## config.mk

```make
export PLATFORM = sky130hd
export DESIGN_NAME = apb_slave
export DESIGN_NICKNAME = d
export VERILOG_FILES = /design/src/rtl/apb_slave.sv
export SDC_FILE = /design/constraint.sdc
export NUM_CORES = 1
export LEC_CHECK = 0
export CAP_MARGIN = 5
export CORE_MARGIN = 4
export CORE_UTILIZATION = 45
export CTS_BUF_LIST = sky130_fd_sc_hd__clkbuf_8
export DETAILED_ROUTE_END_ITERATION = 6
export PLACE_DENSITY = 0.65
export REMOVE_ABC_BUFFERS = 1
export SYNTH_ARGS = -nofsm -noshare
export SYNTH_HDL_FRONTEND = slang
export SYNTH_SLANG_ARGS = --single-unit
```

## constraint.sdc

```tcl
create_clock -name pclk -period 5.7 [get_ports pclk]
set_clock_uncertainty 0.2 [all_clocks]
set_input_delay 1.425 -clock pclk [delete_from_list [all_inputs] [get_ports pclk]]
set_output_delay 1.425 -clock pclk [all_outputs]
set_load 0.01 [all_outputs]
```

## src/rtl/apb_slave.sv

```systemverilog
// apb_slave: APB3 completer over a 2**ADDR_W x DATA_W scratch register file.
// Latency: capture one edge after SETUP entry; pready in first ACCESS cycle, or WAIT_CYCLES later when APB_SLAVE_WAIT_EN is defined.
// Backpressure: pready stays low through wait states; the requester holds the ACCESS phase until pready=1.
module apb_slave #(
   parameter int ADDR_W      = 4,
   parameter int DATA_W      = 8,
   parameter int WAIT_CYCLES = 2
) (
   input  logic              pclk,
   input  logic              preset,
   input  logic [ADDR_W-1:0] paddr,
   input  logic              psel,
   input  logic              penable,
   input  logic [DATA_W-1:0] pwdata,
   input  logic              pwrite,
   output logic [DATA_W-1:0] prdata,
   output logic              pready
);

   localparam int DEPTH = 2 ** ADDR_W;

   typedef enum logic [1:0] {
      S_IDLE   = 2'd0,
      S_SETUP  = 2'd1,
      S_ACCESS = 2'd2
   } state_t;

   state_t            r_state;
   logic [DATA_W-1:0] r_mem [DEPTH];
   logic [DATA_W-1:0] r_prdata;
   logic              w_capture;
   logic              w_done;

   // Wait-state count must fit the 4-bit counter.
   if (WAIT_CYCLES < 0 || WAIT_CYCLES > 15) begin : g_wait_range
      $error("apb_slave: WAIT_CYCLES out of range 0..15");
   end

   // The transfer is latched on the SETUP->ACCESS edge; later bus changes are ignored.
   assign w_capture = (r_state == S_SETUP) && psel && penable;

`ifdef APB_SLAVE_WAIT_EN
   logic [3:0] r_wait_cnt;

   assign w_done = (r_state == S_ACCESS) && (r_wait_cnt == 4'd0);

   // Wait counter: load on capture, count down through ACCESS until zero.
   always_ff @(posedge pclk) begin
      if (preset) begin
         r_wait_cnt <= 4'd0;
      end else if (w_capture) begin
         r_wait_cnt <= 4'(WAIT_CYCLES);
      end else if ((r_state == S_ACCESS) && (r_wait_cnt != 4'd0)) begin
         r_wait_cnt <= r_wait_cnt - 4'd1;
      end
   end
`else
   assign w_done = (r_state == S_ACCESS);
`endif

   // Register file: cleared by reset, written only on a write capture edge.
   always_ff @(posedge pclk) begin
      if (preset) begin
         for (int i = 0; i < DEPTH; i++) begin
            r_mem[i] <= '0;
         end
      end else if (w_capture && pwrite) begin
         r_mem[paddr] <= pwdata;
      end
   end

   // Read data is registered on a read capture edge and held until the next read.
   always_ff @(posedge pclk) begin
      if (preset) begin
         r_prdata <= '0;
      end else if (w_capture && !pwrite) begin
         r_prdata <= r_mem[paddr];
      end
   end

   // Protocol FSM: IDLE -> SETUP -> ACCESS, with back-to-back SETUP from a completing ACCESS.
   always_ff @(posedge pclk) begin
      if (preset) begin
         r_state <= S_IDLE;
      end else begin
         case (r_state)
            S_IDLE: begin
               // psel with penable already high is a protocol violation; stay parked.
               if (psel && !penable) begin
                  r_state <= S_SETUP;
               end
            end
            S_SETUP: begin
               if (psel && penable) begin
                  r_state <= S_ACCESS;
               end else if (!psel) begin
                  r_state <= S_IDLE;
               end
            end
            S_ACCESS: begin
               if (w_done) begin
                  if (psel && !penable) begin
                     r_state <= S_SETUP;
                  end else begin
                     r_state <= S_IDLE;
                  end
               end
            end
            default: r_state <= S_IDLE;
         endcase
      end
   end

   assign prdata = r_prdata;
   assign pready = w_done;

endmodule

```

==> report_table.html <==
<table>
<tr><th>Metric</th><th>Value</th></tr>
<tr><th colspan="2">STA</th></tr>
<tr><td>Hold violation total from the final report</td><td>0</td></tr>
<tr><td>Worst-margin pin slew</td><td>0.922 ns</td></tr>
<tr><td>Final setup violation count</td><td>0</td></tr>
<tr><td>Final worst-path cycle share</td><td>64.0%</td></tr>
<tr><td>Shortest period the worst path allows</td><td>roughly 3.7 ns</td></tr>
<tr><td>Highest achievable clock rate</td><td>274 MHz</td></tr>
<tr><td>Final number of max-transition violations</td><td>0</td></tr>
<tr><td>Worst rel slew slack</td><td>about two fifths</td></tr>
<tr><td>Setup repair after global routing missed its margin</td><td>false</td></tr>
<tr><td>Final critical-path setup slack</td><td>2.05 ns</td></tr>
<tr><td>Post-Route Hold Slack</td><td>around 0.30 ns</td></tr>
<tr><td>Final TNS setup</td><td>0 ns</td></tr>
<tr><th colspan="2">Clock network</th></tr>
<tr><td>Total CTS buffers</td><td>17</td></tr>
<tr><td>Clock slew at the register clock pins of the worst setup and hold paths</td><td>0.08 ns</td></tr>
<tr><td>Number of buffers added for setup after CTS</td><td>0</td></tr>
<tr><td>Clock tree from TritonCTS</td><td>yes</td></tr>
<tr><td>Quantity of hold-fixing buffers added after cts</td><td>0</td></tr>
<tr><td>Post-cts gate resize count</td><td>0</td></tr>
<tr><td>Root Buffer</td><td>sky130_fd_sc_hd__clkbuf_8</td></tr>
<tr><td>Largest buffer count on any clock path</td><td>2</td></tr>
<tr><td>Clock H-tree levels</td><td>4</td></tr>
<tr><td>Skew-Pair Late Insertion Delay</td><td>0.44 ns</td></tr>
<tr><td>Number of clock sinks</td><td>138</td></tr>
<tr><th colspan="2">Synth</th></tr>
<tr><td>Dominant combinational cell family by area after synthesis</td><td>simple AND/OR/NAND/NOR gates</td></tr>
<tr><td>Portion of synthesized cell area occupied by the leading cell type</td><td>59.4%</td></tr>
<tr><td>Cell taking the most area after synthesis</td><td>sky130_fd_sc_hd__edfxtp_1</td></tr>
<tr><td>Leading register cell type out of synthesis</td><td>sky130_fd_sc_hd__edfxtp_1</td></tr>
<tr><td>Compound-gate portion of the synthesized area</td><td>1.62%</td></tr>
<tr><td>Flip-flop and latch count after synthesis</td><td>138</td></tr>
<tr><td>Share of synthesized registers carrying an async set or reset</td><td>0%</td></tr>
<tr><td>Fraction of synthesized area in multiplexers</td><td>13.3%</td></tr>
<tr><td>Post-synth EDFFs</td><td>128</td></tr>
<tr><td>Post-Synth XOR/XNOR Area</td><td>0%</td></tr>
<tr><td>Per-instance average area after synthesis</td><td>between 15 and 20 µm²</td></tr>
<tr><td>Post-synthesis instance total</td><td>between 400 and 500</td></tr>
<tr><td>Largest cells by area after synthesis</td><td>sky130_fd_sc_hd__edfxtp_1 59%, sky130_fd_sc_hd__and2_1 12%, sky130_fd_sc_hd__mux4_2 10%, sky130_fd_sc_hd__mux2i_1 3.2%, sky130_fd_sc_hd__dfxtp_1 3.1%</td></tr>
<tr><td>Post-synthesis instance area</td><td>~0.0065 mm²</td></tr>
<tr><td>Sequential cell area fraction in the yosys report</td><td>62.5%</td></tr>
<tr><td>Number of warnings issued by yosys</td><td>0</td></tr>
<tr><td>Post-synthesis share of cell area spent on full adders, half adders and majority gates</td><td>0%</td></tr>
<tr><td>Post-synthesis simple-gate area fraction</td><td>20.4%</td></tr>
<tr><td>Count of cell types in the netlist</td><td>33</td></tr>
<tr><th colspan="2">Worst setup path</th></tr>
<tr><td>Kind of end point of the critical path</td><td>flip-flop</td></tr>
<tr><td>Worst path required time</td><td>5.67 ns</td></tr>
<tr><td>Length in cells of the worst reg-to-reg path</td><td>4</td></tr>
<tr><td>Critical path origin</td><td>preset</td></tr>
<tr><td>Slack of the worst reg-to-reg path</td><td>around 3.3 ns</td></tr>
<tr><td>Endpoint of the worst-slack reg-to-reg timing path</td><td>r_mem[1][0]$_SDFFCE_PN0P_</td></tr>
<tr><td>Maximum fanout count along the critical path</td><td>20</td></tr>
<tr><td>Setup Crit Path Kind</td><td>input pin to flip-flop</td></tr>
<tr><td>Reg2Reg Launch Point</td><td>r_state[0]$_SDFFE_PP0P_</td></tr>
<tr><td>Nature of the critical path startpoint</td><td>input pin</td></tr>
<tr><td>Critical path data arrival time</td><td>~3.6 ns</td></tr>
<tr><th colspan="2">Routing</th></tr>
<tr><td>Via Count</td><td>about 3.6k</td></tr>
<tr><td>Number of detailed-route iterations in the first pass</td><td>5</td></tr>
<tr><td>Vias per cell</td><td>about 5.7</td></tr>
<tr><td>Post-Route WL</td><td>14800 µm</td></tr>
<tr><td>Violation count after the first detailed-routing iteration</td><td>between 400 and 500</td></tr>
<tr><td>Total DRC errors in the routed layout</td><td>0</td></tr>
<tr><td>Routed len/inst</td><td>~23 µm</td></tr>
<tr><td>Post-detailed-route count of antenna-violating nets</td><td>0</td></tr>
<tr><th colspan="2">Hold path</th></tr>
<tr><td>Startpoint of the worst hold path</td><td>prdata[5]$_SDFFE_PP0P_</td></tr>
<tr><td>HP Class</td><td>flip-flop to flip-flop</td></tr>
<tr><td>Hold Crit Depth</td><td>2</td></tr>
<tr><td>Hold endpoint</td><td>prdata[5]$_SDFFE_PP0P_</td></tr>
<tr><th colspan="2">Floorplan</th></tr>
<tr><td>Total I/O pin count</td><td>26</td></tr>
<tr><td>Height of the die</td><td>about 130 µm</td></tr>
<tr><td>Number of core rows</td><td>between 40 and 50</td></tr>
<tr><td>Horizontal die dimension</td><td>128 µm</td></tr>
<tr><td>Effective utilization at floorplan</td><td>a little under half</td></tr>
<tr><td>Floorplan core area</td><td>0.0140 mm²</td></tr>
<tr><td>Die area</td><td>0.0164 mm²</td></tr>
<tr><th colspan="2">Run</th></tr>
<tr><td>Total of max-cap violations</td><td>0</td></tr>
<tr><th colspan="2">Cells and area</th></tr>
<tr><td>Nets@finish</td><td>453</td></tr>
<tr><td>Most frequent cells in the layout</td><td>128 x sky130_fd_sc_hd__and2_1, 128 x sky130_fd_sc_hd__edfxtp_1, 29 x sky130_fd_sc_hd__mux4_2</td></tr>
<tr><td>Post-route cell area</td><td>about 0.0072 mm²</td></tr>
<tr><td>Fraction of layout instances using a drive strength above 1</td><td>21.2%</td></tr>
<tr><td>Layout overhead on the synthesized area</td><td>11.5%</td></tr>
<tr><td>Antenna cell count</td><td>0</td></tr>
<tr><th colspan="2">Global routing</th></tr>
<tr><td>Number of global-route vias before repair</td><td>3607</td></tr>
<tr><td>Total global routing overflow</td><td>0</td></tr>
<tr><td>Initial antenna violation count</td><td>0</td></tr>
<tr><td>Met1 Use GR</td><td>27.0%</td></tr>
<tr><td>Met3 global-route usage</td><td>4.46%</td></tr>
<tr><td>Grt met2 use</td><td>between 20 and 30%</td></tr>
<tr><td>Busiest grt layer</td><td>met2</td></tr>
<tr><td>First-pass GRT wire length</td><td>22400 µm</td></tr>
<tr><td>Global-route total usage across every layer</td><td>19.0%</td></tr>
<tr><td>Largest net degree at the start of global routing</td><td>25</td></tr>
<tr><th colspan="2">Pwr</th></tr>
<tr><td>Static Leak</td><td>2.72 nW</td></tr>
<tr><td>IR drop worst, VDD</td><td>0.000135 V</td></tr>
<tr><td>Power per cell area</td><td>283 mW/mm²</td></tr>
<tr><th colspan="2">Placed design</th></tr>
<tr><td>Global placement routability congestion</td><td>0.869</td></tr>
<tr><td>Buffers added on ports</td><td>25</td></tr>
<tr><td>Detailed-placement wirelength estimate</td><td>9840 µm</td></tr>
<tr><td>Standard cell area after detailed placement</td><td>a little under 0.007 mm²</td></tr>
<tr><td>Post-place setup slack</td><td>1.60 ns</td></tr>
<tr><th colspan="2">Run status</th></tr>
<tr><td>Outcome</td><td>complete, no violations</td></tr>
</table>
layer usage:
metal	up-vias	wire length, µm
li1	1588	-
met1	1783	6540
met2	165	6930
met3	23	1020
met4	0	271
met5	-	0
worst max-delay path, cell delays in order:
cell and delay [ns]:
sky130_fd_sc_hd__clkdlybuf4s50_1 0.46, sky130_fd_sc_hd__buf_4 0.27, sky130_fd_sc_hd__clkinv_1 0.34, sky130_fd_sc_hd__nand3_4 0.51
sky130_fd_sc_hd__nor3_2 0.18, sky130_fd_sc_hd__or2_2 0.41
through the flow:
stage	utilization, %	power (W)	std cells
6_report	51.6	0.00204	629
3_3_place_gp	48.9	0.00129	597
2_1_floorplan	-	0.00122	388
5_1_grt	51.6	0.00211	629
3_5_place_dp	48.9	0.00129	597
4_1_cts	51.6	0.00205	629
worst max path at each step:
| stage | endpoint | slack (ns) | cells after the start |
|---|---|---|---|
| floorplan | r_mem[1][0]$_SDFFCE_PN0P_ | 2.51 | 4 |
| global placement | r_mem[0][4]$_SDFFCE_PN0P_ | 1.64 | 5 |
| detailed placement | r_mem[15][5]$_SDFFCE_PN0P_ | 1.60 | 6 |
| CTS | r_mem[15][6]$_SDFFCE_PN0P_ | 2.07 | 6 |
| global route | r_mem[15][4]$_SDFFCE_PN0P_ | 1.92 | 6 |
| finish | r_mem[15][4]$_SDFFCE_PN0P_ | 2.05 | 6 |
layout make-up:
class	count	area, µm²
Clock buffer	17	234
Clock inverter	15	141
Fill cell	1155	6780
Inverter	2	7.51
Multi-Input combinational cell	248	2290
Sequential cell	138	4040
Tap cell	180	225
Timing Repair Buffer	29	270
Yosys cell counts, drive strengths merged, types with 2 or more instances:
cell / count
mux4: 29
nand2: 2
nor4: 4
and2: 128
mux2i: 21
o22ai: 3
o221ai: 7
or2: 17
nor3: 12
nand3: 9
clkbuf: 11
nor2: 2
buf: 14
edfxtp: 128
dfxtp: 10
nand2b: 5
report_power, final:
group,switching (W),internal [W]
Clock,0.000351,0.000417
Sequential,0.0000112,0.00113
Combinational,0.0000853,0.0000485
kinds of logic (layout without fill, tap and decap cells):
group	count (synthesis)	in the layout
muxes	50	50
DFF	138	138
and+or+nand+nor	184	184
buffers and inverters	27	63
AOI/OAI and AO/OA	14	14
flip-flops by register name (all words and copies together), names as in the netlist:
signal / flops
prdata: 8
r_mem: 128
r_state: 2
(Power assumes the default switching activity.)
